### src/rtl/ambient_pkg.sv
// Shared types and constants for the ambient sensor scheduler.
// Holds the FSM state encoding, sensor width helpers and parameter defaults.
package ambient_pkg;

    typedef enum logic [2:0] {
        IDLE,
        REQ_TEMP,
        REQ_HUM,
        REQ_LUM,
        PRESENT,
        WAIT
    } state_t;

    localparam int DEF_DATA_WIDTH = 6;
    localparam int DEF_PERIOD     = 1000;
    localparam int DEF_TIMEOUT    = 16;

    // Wide enough for the largest legal PERIOD; TIMEOUT fits as well.
    localparam int TIMER_WIDTH = 16;

    localparam int HUM_EXTRA = 1;
    localparam int LUM_EXTRA = 4;

    function automatic int hum_width(input int dw);
        return dw + HUM_EXTRA;
    endfunction

    function automatic int lum_width(input int dw);
        return dw + LUM_EXTRA;
    endfunction

endpackage

### src/rtl/period_timer.sv
// Loadable down-counter that saturates at zero.
// done is high while the loaded count is in its last cycle (or expired).
module period_timer
    import ambient_pkg::*;
#(
    parameter int WIDTH = TIMER_WIDTH
) (
    input  logic             clk,
    input  logic             rst,
    input  logic             load,
    input  logic [WIDTH-1:0] value,
    output logic             done
);

    localparam logic [WIDTH-1:0] ONE = {{(WIDTH-1){1'b0}}, 1'b1};

    logic [WIDTH-1:0] count;

    always_ff @(posedge clk or posedge rst) begin
        if (rst) begin
            count <= '0;
        end else if (load) begin
            count <= value;
        end else if (count != '0) begin
            count <= count - ONE;
        end
    end

    assign done = (count <= ONE);

endmodule

### src/rtl/sensor_scheduler.sv
// Round-robin sampler of temperature, humidity and luminous sensors.
// Define ACK_TIMEOUT_EN to give up on a silent sensor after TIMEOUT cycles.
module sensor_scheduler
    import ambient_pkg::*;
#(
    parameter int DATA_WIDTH = DEF_DATA_WIDTH,
    parameter int PERIOD     = DEF_PERIOD,
    parameter int TIMEOUT    = DEF_TIMEOUT
) (
    input  logic                                 clk_i,
    input  logic                                 reset_i,
    input  logic                                 enable_i,
    output logic                                 temp_req_o,
    input  logic                                 temp_ack_i,
    input  logic [DATA_WIDTH-1:0]                temp_data_i,
    output logic                                 hum_req_o,
    input  logic                                 hum_ack_i,
    input  logic [hum_width(DATA_WIDTH)-1:0]     hum_data_i,
    output logic                                 lum_req_o,
    input  logic                                 lum_ack_i,
    input  logic [lum_width(DATA_WIDTH)-1:0]     lum_data_i,
    output logic [DATA_WIDTH-1:0]                temperature_o,
    output logic [hum_width(DATA_WIDTH)-1:0]     humidity_o,
    output logic [lum_width(DATA_WIDTH)-1:0]     luminous_intensity_o,
    output logic                                 valid_o,
    input  logic                                 ready_i,
    output logic                                 busy_o,
    output logic [2:0]                           err_o
);

    localparam int HW = hum_width(DATA_WIDTH);
    localparam int LW = lum_width(DATA_WIDTH);

    localparam logic [TIMER_WIDTH-1:0] PERIOD_V  = TIMER_WIDTH'(PERIOD);
    localparam logic [TIMER_WIDTH-1:0] TIMEOUT_V = TIMER_WIDTH'(TIMEOUT);

    state_t state, state_d;

    logic                  stop, stop_d;
    logic [DATA_WIDTH-1:0] temp_d;
    logic [HW-1:0]         hum_d;
    logic [LW-1:0]         lum_d;

    logic temp_hit, hum_hit, lum_hit, xfer;
    logic temp_to, hum_to, lum_to;
    logic tmr_arm, tmr_load, tmr_done;
    logic [TIMER_WIDTH-1:0] tmr_value;

    assign temp_hit = temp_req_o && temp_ack_i;
    assign hum_hit  = hum_req_o && hum_ack_i;
    assign lum_hit  = lum_req_o && lum_ack_i;
    assign xfer     = valid_o && ready_i;

`ifdef ACK_TIMEOUT_EN
    assign temp_to = temp_req_o && !temp_ack_i && tmr_done;
    assign hum_to  = hum_req_o && !hum_ack_i && tmr_done;
    assign lum_to  = lum_req_o && !lum_ack_i && tmr_done;
    assign tmr_arm = state_d inside {REQ_TEMP, REQ_HUM, REQ_LUM, WAIT};
`else
    assign temp_to = 1'b0;
    assign hum_to  = 1'b0;
    assign lum_to  = 1'b0;
    assign tmr_arm = (state_d == WAIT);
`endif

    // The timer is reloaded on every entry into a state that needs it.
    assign tmr_load  = tmr_arm && (state_d != state);
    assign tmr_value = (state_d == WAIT) ? PERIOD_V : TIMEOUT_V;

    period_timer #(
        .WIDTH(TIMER_WIDTH)
    ) u_timer (
        .clk  (clk_i),
        .rst  (reset_i),
        .load (tmr_load),
        .value(tmr_value),
        .done (tmr_done)
    );

    always_comb begin
        state_d = state;
        stop_d  = stop;
        temp_d  = temperature_o;
        hum_d   = humidity_o;
        lum_d   = luminous_intensity_o;
        unique case (state)
            IDLE: begin
                if (enable_i) state_d = REQ_TEMP;
            end
            REQ_TEMP: begin
                if (temp_hit) begin
                    temp_d  = temp_data_i;
                    state_d = REQ_HUM;
                end else if (temp_to) begin
                    state_d = REQ_HUM;
                end
            end
            REQ_HUM: begin
                if (hum_hit) begin
                    hum_d   = hum_data_i;
                    state_d = REQ_LUM;
                end else if (hum_to) begin
                    state_d = REQ_LUM;
                end
            end
            REQ_LUM: begin
                if (lum_hit) begin
                    lum_d   = lum_data_i;
                    state_d = PRESENT;
                end else if (lum_to) begin
                    state_d = PRESENT;
                end
            end
            PRESENT: begin
                if (xfer) state_d = (stop || !enable_i) ? IDLE : WAIT;
            end
            WAIT: begin
                if (tmr_done) state_d = enable_i ? REQ_TEMP : IDLE;
            end
            default: state_d = IDLE;
        endcase
        // A round started is always finished; a drop of enable only
        // suppresses the following WAIT.
        if (state != IDLE && state != WAIT && !enable_i) stop_d = 1'b1;
        if (state_d == REQ_TEMP && state != REQ_TEMP) stop_d = 1'b0;
    end

    always_ff @(posedge clk_i or posedge reset_i) begin
        if (reset_i) begin
            state                <= IDLE;
            stop                 <= 1'b0;
            temp_req_o           <= 1'b0;
            hum_req_o            <= 1'b0;
            lum_req_o            <= 1'b0;
            valid_o              <= 1'b0;
            busy_o               <= 1'b0;
            temperature_o        <= '0;
            humidity_o           <= '0;
            luminous_intensity_o <= '0;
        end else begin
            state                <= state_d;
            stop                 <= stop_d;
            temp_req_o           <= (state_d == REQ_TEMP);
            hum_req_o            <= (state_d == REQ_HUM);
            lum_req_o            <= (state_d == REQ_LUM);
            valid_o              <= (state_d == PRESENT);
            busy_o               <= (state_d != IDLE);
            temperature_o        <= temp_d;
            humidity_o           <= hum_d;
            luminous_intensity_o <= lum_d;
        end
    end

`ifdef ACK_TIMEOUT_EN
    logic [2:0] err_d;

    always_comb begin
        err_d = err_o | {lum_to, hum_to, temp_to};
        if (state_d == REQ_TEMP && state != REQ_TEMP) err_d = '0;
    end

    always_ff @(posedge clk_i or posedge reset_i) begin
        if (reset_i) err_o <= '0;
        else         err_o <= err_d;
    end
`else
    assign err_o = '0;
`endif

endmodule

### config.mk
export PLATFORM = sky130hd
export DESIGN_NAME = sensor_scheduler
export DESIGN_NICKNAME = d
export VERILOG_FILES = /design/src/rtl/ambient_pkg.sv /design/src/rtl/period_timer.sv /design/src/rtl/sensor_scheduler.sv
export SDC_FILE = /design/constraint.sdc
export NUM_CORES = 1
export LEC_CHECK = 0
export CAP_MARGIN = 20
export CORE_MARGIN = 3
export CORE_UTILIZATION = 50
export CTS_CLUSTER_DIAMETER = 30
export DETAILED_ROUTE_END_ITERATION = 8
export HOLD_SLACK_MARGIN = 0.12
export PLACE_DENSITY_LB_ADDON = 0.12
export SYNTH_ARGS = -nofsm -noshare
export SYNTH_HDL_FRONTEND = slang
export SYNTH_SLANG_ARGS = --single-unit
### constraint.sdc
create_clock -name clk_i -period 5.63 [get_ports clk_i]
set_clock_uncertainty 0.2 [all_clocks]
set_input_delay 1.126 -clock clk_i [delete_from_list [all_inputs] [get_ports clk_i]]
set_output_delay 1.126 -clock clk_i [all_outputs]
set_load 0.02 [all_outputs]
==> impl_metrics.py, run 1 <==
metrics = {
    "outcome": {
        "run_status": "finished clean",
    },
    "layout": {
        "fin_nets": 294,
        "syn_to_final_growth_pct": 31.1,
        "finalNonFillerCells": 313,
        "drive_gt1_frac": 0.130,
        "num_antenna_cells": 0,
    },
    "die": {
        "die_x_um": 74.5,
        "num_rows": 24,
        "initial_core_util": 0.528,
        "core_area_sq_um": 4440,
        "die_area_sq_um": 5560,
        "boundaryPins": 61,
        "die_h_um": 74.5,
    },
    "sta": {
        "drv_slew": 0,
        "period_share": 0.484,
        "hold_viol_final": 0,
        "timing.fmax_ghz": 0.367,
        "rsz0062_at_grt": "no",
        "slew_headroom": 0.429,
        "fin_tns_setup_ns": 0,
        "finalSetupViolCount": 0,
        "fin_crit_ns": 2.72,
        "worst_pin_slew_ns": 0.853,
    },
    "clocking": {
        "cts_buffer_depth": 2,
        "root_buffer": "clkbuf_8",
        "ctsHoldBuffers": 0,
        "cts_buffers": 5,
        "clkSinkCount": 48,
        "clock_latency_ns": 0.30,
        "tritoncts": "done",
        "cts_resized": 0,
        "postCtsSetupBuffers": 0,
        "cts.htree.levels": 2,
        "clkSlewWorstSetupHoldPaths_ns": 0.09,
    },
    "placement": {
        "dp_cells": 305,
        "dp_hpwl_um": 3550,
        "port_buffers": 57,
        "gp_congestion": 0.757,
    },
    "routing": {
        "first_pass_iters": 4,
        "drc": 0,
        "via_per_inst": 5.69,
        "antenna_left": 0,
        "avgRoutedWirePerCell_um": 16.2,
        "first_iter_violations": 89,
        "routed-via-count": 1782,
        "drt-total-wl_um": 5060,
    },
    "worst_setup_path": {
        "reg2reg_to": "u_timer.count[6]",
        "worstSetupPathType": "in2reg",
        "critPathMaxFanout": 15,
        "reg2reg_slack_ns": 2.94,
        "arrival_ns": 2.72,
        "startpoint_type": "input pin",
        "rr_worst_depth": 6,
        "end_kind": "flop",
        "worstPathRequired_ns": 5.62,
        "crit-reg2reg-launch": "u_timer.count[0]",
    },
    "logic_synthesis": {
        "ys_seq_area_frac": 0.511,
        "async_reset_ff_frac": 1.00,
        "synth_top_area_share": 0.511,
        "yosys.area.top_type": "dfrtp_1",
        "synth_area_leaders": "dfrtp_1 (51%), mux2_2 (7.2%), mux2_1 (3.8%)",
        "synth-edff-count": 0,
        "ys_ff_latch": 48,
        "synth_cells": 205,
        "synth_ff_type": "dfrtp_1",
        "yosysWarnings": 0,
        "syn_area_sq_um": 2350,
        "syn_area_per_cell_sq_um": 11.5,
        "synth_cell_type_count": 53,
    },
    "hold_path": {
        "hold_class": "reg2reg",
        "hold_depth": 1,
        "holdCritStartpoint": "luminous_intensity_o[8]",
        "min_to": "luminous_intensity_o[8]",
    },
    "pwr": {
        "ir_worst_vdd_v": 0.000139,
        "leakage_nw": 1.32,
        "cellPowerDensity_nw_per_um2": 216,
    },
    "grt": {
        "antenna_found_initial": 0,
        "grt_start_max_net_pins": 49,
        "track_usage": 0.201,
        "grt_pass1_wl_um": 8500,
        "grt.overflow.total": 0,
        "grt_pass1_vias": 1771,
    },
    "run": {
        "maxCapViolations": 0,
    },
}
-- report_power, final --
part,switching (mW),internal (mW),leakage (nW)
sequential,0.000249,0.345,0.591
clock,0.112,0.175,0.0642
combinational,0.0127,0.0204,0.663
-- layout by cell type (no fill, tap or decap), types with 2 or more instances in the layout --
master | netlist | layout
dfrtp_1 | 48 | 48
o21ai_0 | 2 | 2
a31oi_1 | 2 | 2
nor2_1 | 11 | 11
nand3_2 | 2 | 2
o21ai_1 | 5 | 5
nand4_1 | 5 | 5
mux2_1 | 8 | 8
a21oi_1 | 10 | 10
clkbuf_8 | 0 | 5
nand4b_1 | 2 | 2
conb_1 | 1 | 3
nand3_1 | 4 | 4
nor3_1 | 8 | 8
o2111a_1 | 2 | 2
and4_1 | 3 | 3
nand2_1 | 12 | 12
ha_1 | 3 | 3
clkdlybuf4s50_1 | 0 | 57
nand3b_1 | 2 | 2
nand2b_1 | 6 | 6
bufinv_16 | 0 | 2
inv_1 | 6 | 5
or4_1 | 3 | 3
xnor2_1 | 2 | 2
nor3b_1 | 2 | 2
mux2i_1 | 4 | 4
mux2_2 | 15 | 15
and3_1 | 3 | 3
-- cells in the mapped netlist (2+ instances only) --
library cell,n
a31oi_1,2
mux2_2,15
nand3_1,4
mux2i_1,4
nor3_1,8
nor2_1,11
nand2b_1,6
a21oi_1,10
nand2_1,12
o21ai_1,5
and3_1,3
nand3_2,2
dfrtp_1,48
nand4_1,5
o21ai_0,2
buf_4,3
or4_1,3
clkbuf_1,3
xnor2_1,2
and4_1,3
nor3b_1,2
nand4b_1,2
buf_2,4
mux2_1,8
ha_1,3
nand3b_1,2
o2111a_1,2
inv_1,6
-- per-layer routing --
metal,up-vias,global-route usage,wire [um]
met5,-,0,0
met4,0,0.0534,43
met3,7,0.0784,426
met2,58,0.317,2450
met1,866,0.259,2140
li1,851,-,-
-- cell type report --
class | count | area (sq um)
Fill cell | 370 | 1370
Clock inverter | 2 | 60.1
Sequential cell | 48 | 1200
Clock buffer | 5 | 68.8
Timing Repair Buffer | 59 | 598
Tap cell | 52 | 65.1
Multi-Input combinational cell | 140 | 1060
Inverter | 7 | 26.3
-- worst max-delay path, stage by stage --
cell and delay, ns:
clkdlybuf4s50_1 0.47, and4b_1 0.21, nand2_1 0.36, o2111ai_1 0.28, and4_1 0.26
-- registers in the layout, summed over array words and instances (netlist names) --
signal,flops
u_timer.count,16
luminous_intensity_o,10
humidity_o,7
temperature_o,6
state,3
busy_o,1
hum_req_o,1
lum_req_o,1
stop,1
temp_req_o,1
valid_o,1
-- how the worst max path moves through the flow --
| stage | start | endpoint | slack (ns) | depth (start not counted) |
|---|---|---|---|---|
| final | enable_i | temp_req_o | 2.91 | 5 |
| after global routing | u_timer.count[0] | u_timer.count[6] | 2.71 | 6 |
| after CTS | u_timer.count[0] | u_timer.count[6] | 2.91 | 6 |
| after detailed placement | enable_i | temp_req_o | 2.62 | 5 |
| after global placement | enable_i | temp_req_o | 2.66 | 5 |
| after floorplan | reset_i | busy_o | 3.16 | 1 |
-- stage by stage --
stage / setup slack, ns / hold WS, ns / power (mW) / area (sq um) / util
2_1_floorplan: 3.16 / 0.278 / 0.363 / 2360 / -
3_3_place_gp: 2.66 / 0.266 / 0.383 / 2930 / 0.659
3_5_place_dp: 2.62 / 0.280 / 0.384 / 2930 / 0.659
5_1_grt: 2.71 / 0.319 / 0.688 / 3080 / 0.693
6_report: 2.91 / 0.295 / 0.665 / 3080 / 0.693
4_1_cts: 2.91 / 0.300 / 0.671 / 3060 / 0.688
-- cell families (layout without fill, tap and decap cells) --
group | Yosys count | after routing | synth area share
XOR/XNOR | 2 | 2 | 0.00746
AO/OA/AOI/OAI | 31 | 31 | 0.0970
AND/OR/NAND/NOR | 74 | 74 | 0.199
buffers and inverters | 19 | 73 | 0.0405
multiplexers | 27 | 27 | 0.127
adder cells (fa/ha/maj) | 3 | 3 | 0.0160
other | 1 | 3 | 0.00160
flip-flops | 48 | 48 | 0.511
(Power assumes the default switching activity.)
==> run 2: changes to the inputs <==
- CORE_UTILIZATION: 50 -> 48
- clock period: 5.63 -> 2.6 ns (I/O delays scaled with it)
==> run 2 against run 1 <==
Total power rose by 100%. Sequential cell count did not move. Final area grew 1.0%. Register-to-register slack worse by 2.4 ns. Cell count grew 6.4%. Critical path depth is 1 lower. Highest routed layer unchanged. Sequential share of layout area shrank 0.39 points. Wire length down 0.24%. Sequential power up 120%. Via count increased by 0.79%. Non-clock buffer count up 6. Critical endpoint unchanged.
==> impl_metrics.py, run 2 (synthesis gave the netlist of run 1 again) <==
metrics = {
    "worst_setup_path": {
        "end_kind": "flop",
        "critPathMaxFanout": 7,
        "cp-endpoint": "temp_req_o",
        "worstSetupPathType": "reg2reg",
        "reg2reg_to": "temp_req_o",
        "cp_num_buf_inv": 0,
        "critPathSlowestCell": "nor4_4",
        "reg2reg_slack_ns": 0.53,
        "path_cells": "nor4_4 > nand3_2 > o2111ai_2 > and4_1",
        "cp-startpoint": "u_timer.count[2]",
        "rr_worst_depth": 4,
        "startpoint_type": "flop",
        "max_stage_delay_ns": 0.49,
        "cp.depth": 4,
        "worstPathRequired_ns": 2.64,
        "critPathTopFamily": "simple AND/OR/NAND/NOR gates",
        "arrival_ns": 2.10,
        "crit-reg2reg-launch": "u_timer.count[2]",
    },
    "sta": {
        "hold_viol_final": 0,
        "hold_ws_ns": 0.290,
        "slew_headroom": 0.633,
        "drv_slew": 0,
        "fin_crit_ns": 2.07,
        "fin_tns_setup_ns": 0,
        "rsz0062_at_grt": "no",
        "finalSetupViolCount": 0,
        "worst_pin_slew_ns": 0.550,
        "period_share": 0.795,
        "timing.fmax_ghz": 0.484,
        "setup_slack_ns": 0.532,
    },
    "layout": {
        "reg_top3": "u_timer.count (16), luminous_intensity_o (10), humidity_o (7)",
        "num_antenna_cells": 0,
        "syn_to_final_growth_pct": 32.4,
        "most-common-layout-cells": "clkdlybuf4s50_1 (57), dfrtp_1 (48), mux2_2 (15)",
        "drive_gt1_frac": 0.153,
        "mostFrequentLayoutCell": "clkdlybuf4s50_1",
        "finish.utilization": 0.686,
        "top_register": "u_timer.count",
        "largest_reg_flops": 16,
        "fin_nets": 300,
    },
    "die": {
        "die_h_um": 75.9,
        "die_area_sq_um": 5770,
        "num_rows": 24,
        "boundaryPins": 61,
        "initial_core_util": 0.518,
        "die_x_um": 75.9,
        "core_area_sq_um": 4530,
    },
    "pwr": {
        "leakage_nw": 1.33,
        "power_mw": 1.35,
        "ir_worst_vdd_v": 0.000242,
        "cellPowerDensity_nw_per_um2": 435,
    },
    "placement": {
        "port_buffers": 57,
        "gp_congestion": 0.818,
        "dp_hpwl_um": 3690,
        "post-place-ws_ns": 0.307,
    },
    "outcome": {
        "run_status": "finished clean",
    },
    "routing": {
        "first_iter_violations": 82,
        "avgRoutedWirePerCell_um": 15.2,
        "first_pass_iters": 4,
        "via_per_inst": 5.39,
        "drc": 0,
        "routed-via-count": 1796,
        "antenna_left": 0,
        "drt-total-wl_um": 5050,
    },
    "clocking": {
        "ctsHoldBuffers": 0,
        "clkSlewWorstSetupHoldPaths_ns": 0.09,
        "tritoncts": "done",
        "clkSinkCount": 48,
        "cts.htree.levels": 2,
        "root_buffer": "clkbuf_8",
        "cts_resized": 0,
        "cts_buffer_depth": 2,
        "clock_latency_ns": 0.30,
        "postCtsSetupBuffers": 0,
        "cts_buffers": 5,
    },
    "grt": {
        "track_usage": 0.183,
        "grt_start_max_net_pins": 27,
        "antenna_found_initial": 0,
        "grt_pass1_wl_um": 8560,
        "grt_pass1_vias": 1835,
        "grt.overflow.total": 0,
    },
    "hold_path": {
        "hold_class": "reg2reg",
    },
    "run": {
        "maxCapViolations": 0,
    },
}
-- run 2: worst register-to-register path, cell delays in order, from the launching register on --
cell and delay (ns):
dfrtp_1 0.46, nor4_4 0.49, nand3_2 0.24, o2111ai_2 0.37, and4_1 0.25
-- run 2: where the power goes --
group / leakage, nW / total (mW) / internal, mW / switching, mW
clock network: 0.0541 / 0.537 / 0.285 / 0.252
registers: 0.591 / 0.747 / 0.747 / 0.000453
logic: 0.686 / 0.0702 / 0.0430 / 0.0272
-- run 2: through the flow --
| stage | instance area (sq um) | std cells |
|---|---|---|
| after floorplan | 2360 | 207 |
| after global placement | 3000 | 325 |
| after detailed placement | 3000 | 325 |
| after CTS | 3110 | 333 |
| after global routing | 3110 | 333 |
| final | 3110 | 333 |
-- run 2: cell type report --
class | instances | area [sq um]
sequential | 48 | 1200
tap | 65 | 81.3
multi-input combinational | 140 | 1060
inverter | 7 | 26.3
fill | 351 | 1420
clock buffer | 5 | 68.8
timing repair buffer | 65 | 631
clock inverter | 3 | 42.5
-- run 2: worst min path at each step --
stage / from / to / slack [ns] / cells past startpoint
after global placement: luminous_intensity_o[9] / luminous_intensity_o[9] / 0.27 / 1
final: luminous_intensity_o[3] / luminous_intensity_o[3] / 0.29 / 1
after floorplan: u_timer.count[9] / u_timer.count[9] / 0.28 / 2
after CTS: luminous_intensity_o[3] / luminous_intensity_o[3] / 0.29 / 1
after global routing: luminous_intensity_o[7] / luminous_intensity_o[7] / 0.32 / 1
after detailed placement: luminous_intensity_o[3] / luminous_intensity_o[3] / 0.27 / 1
-- run 2: metal layers --
layer,track usage,vias to the layer above,part of all wire
met4,0.0634,0,0.013
li1,-,861,-
met3,0.0758,6,0.089
met1,0.218,876,0.45
met2,0.301,53,0.45
met5,0,-,0
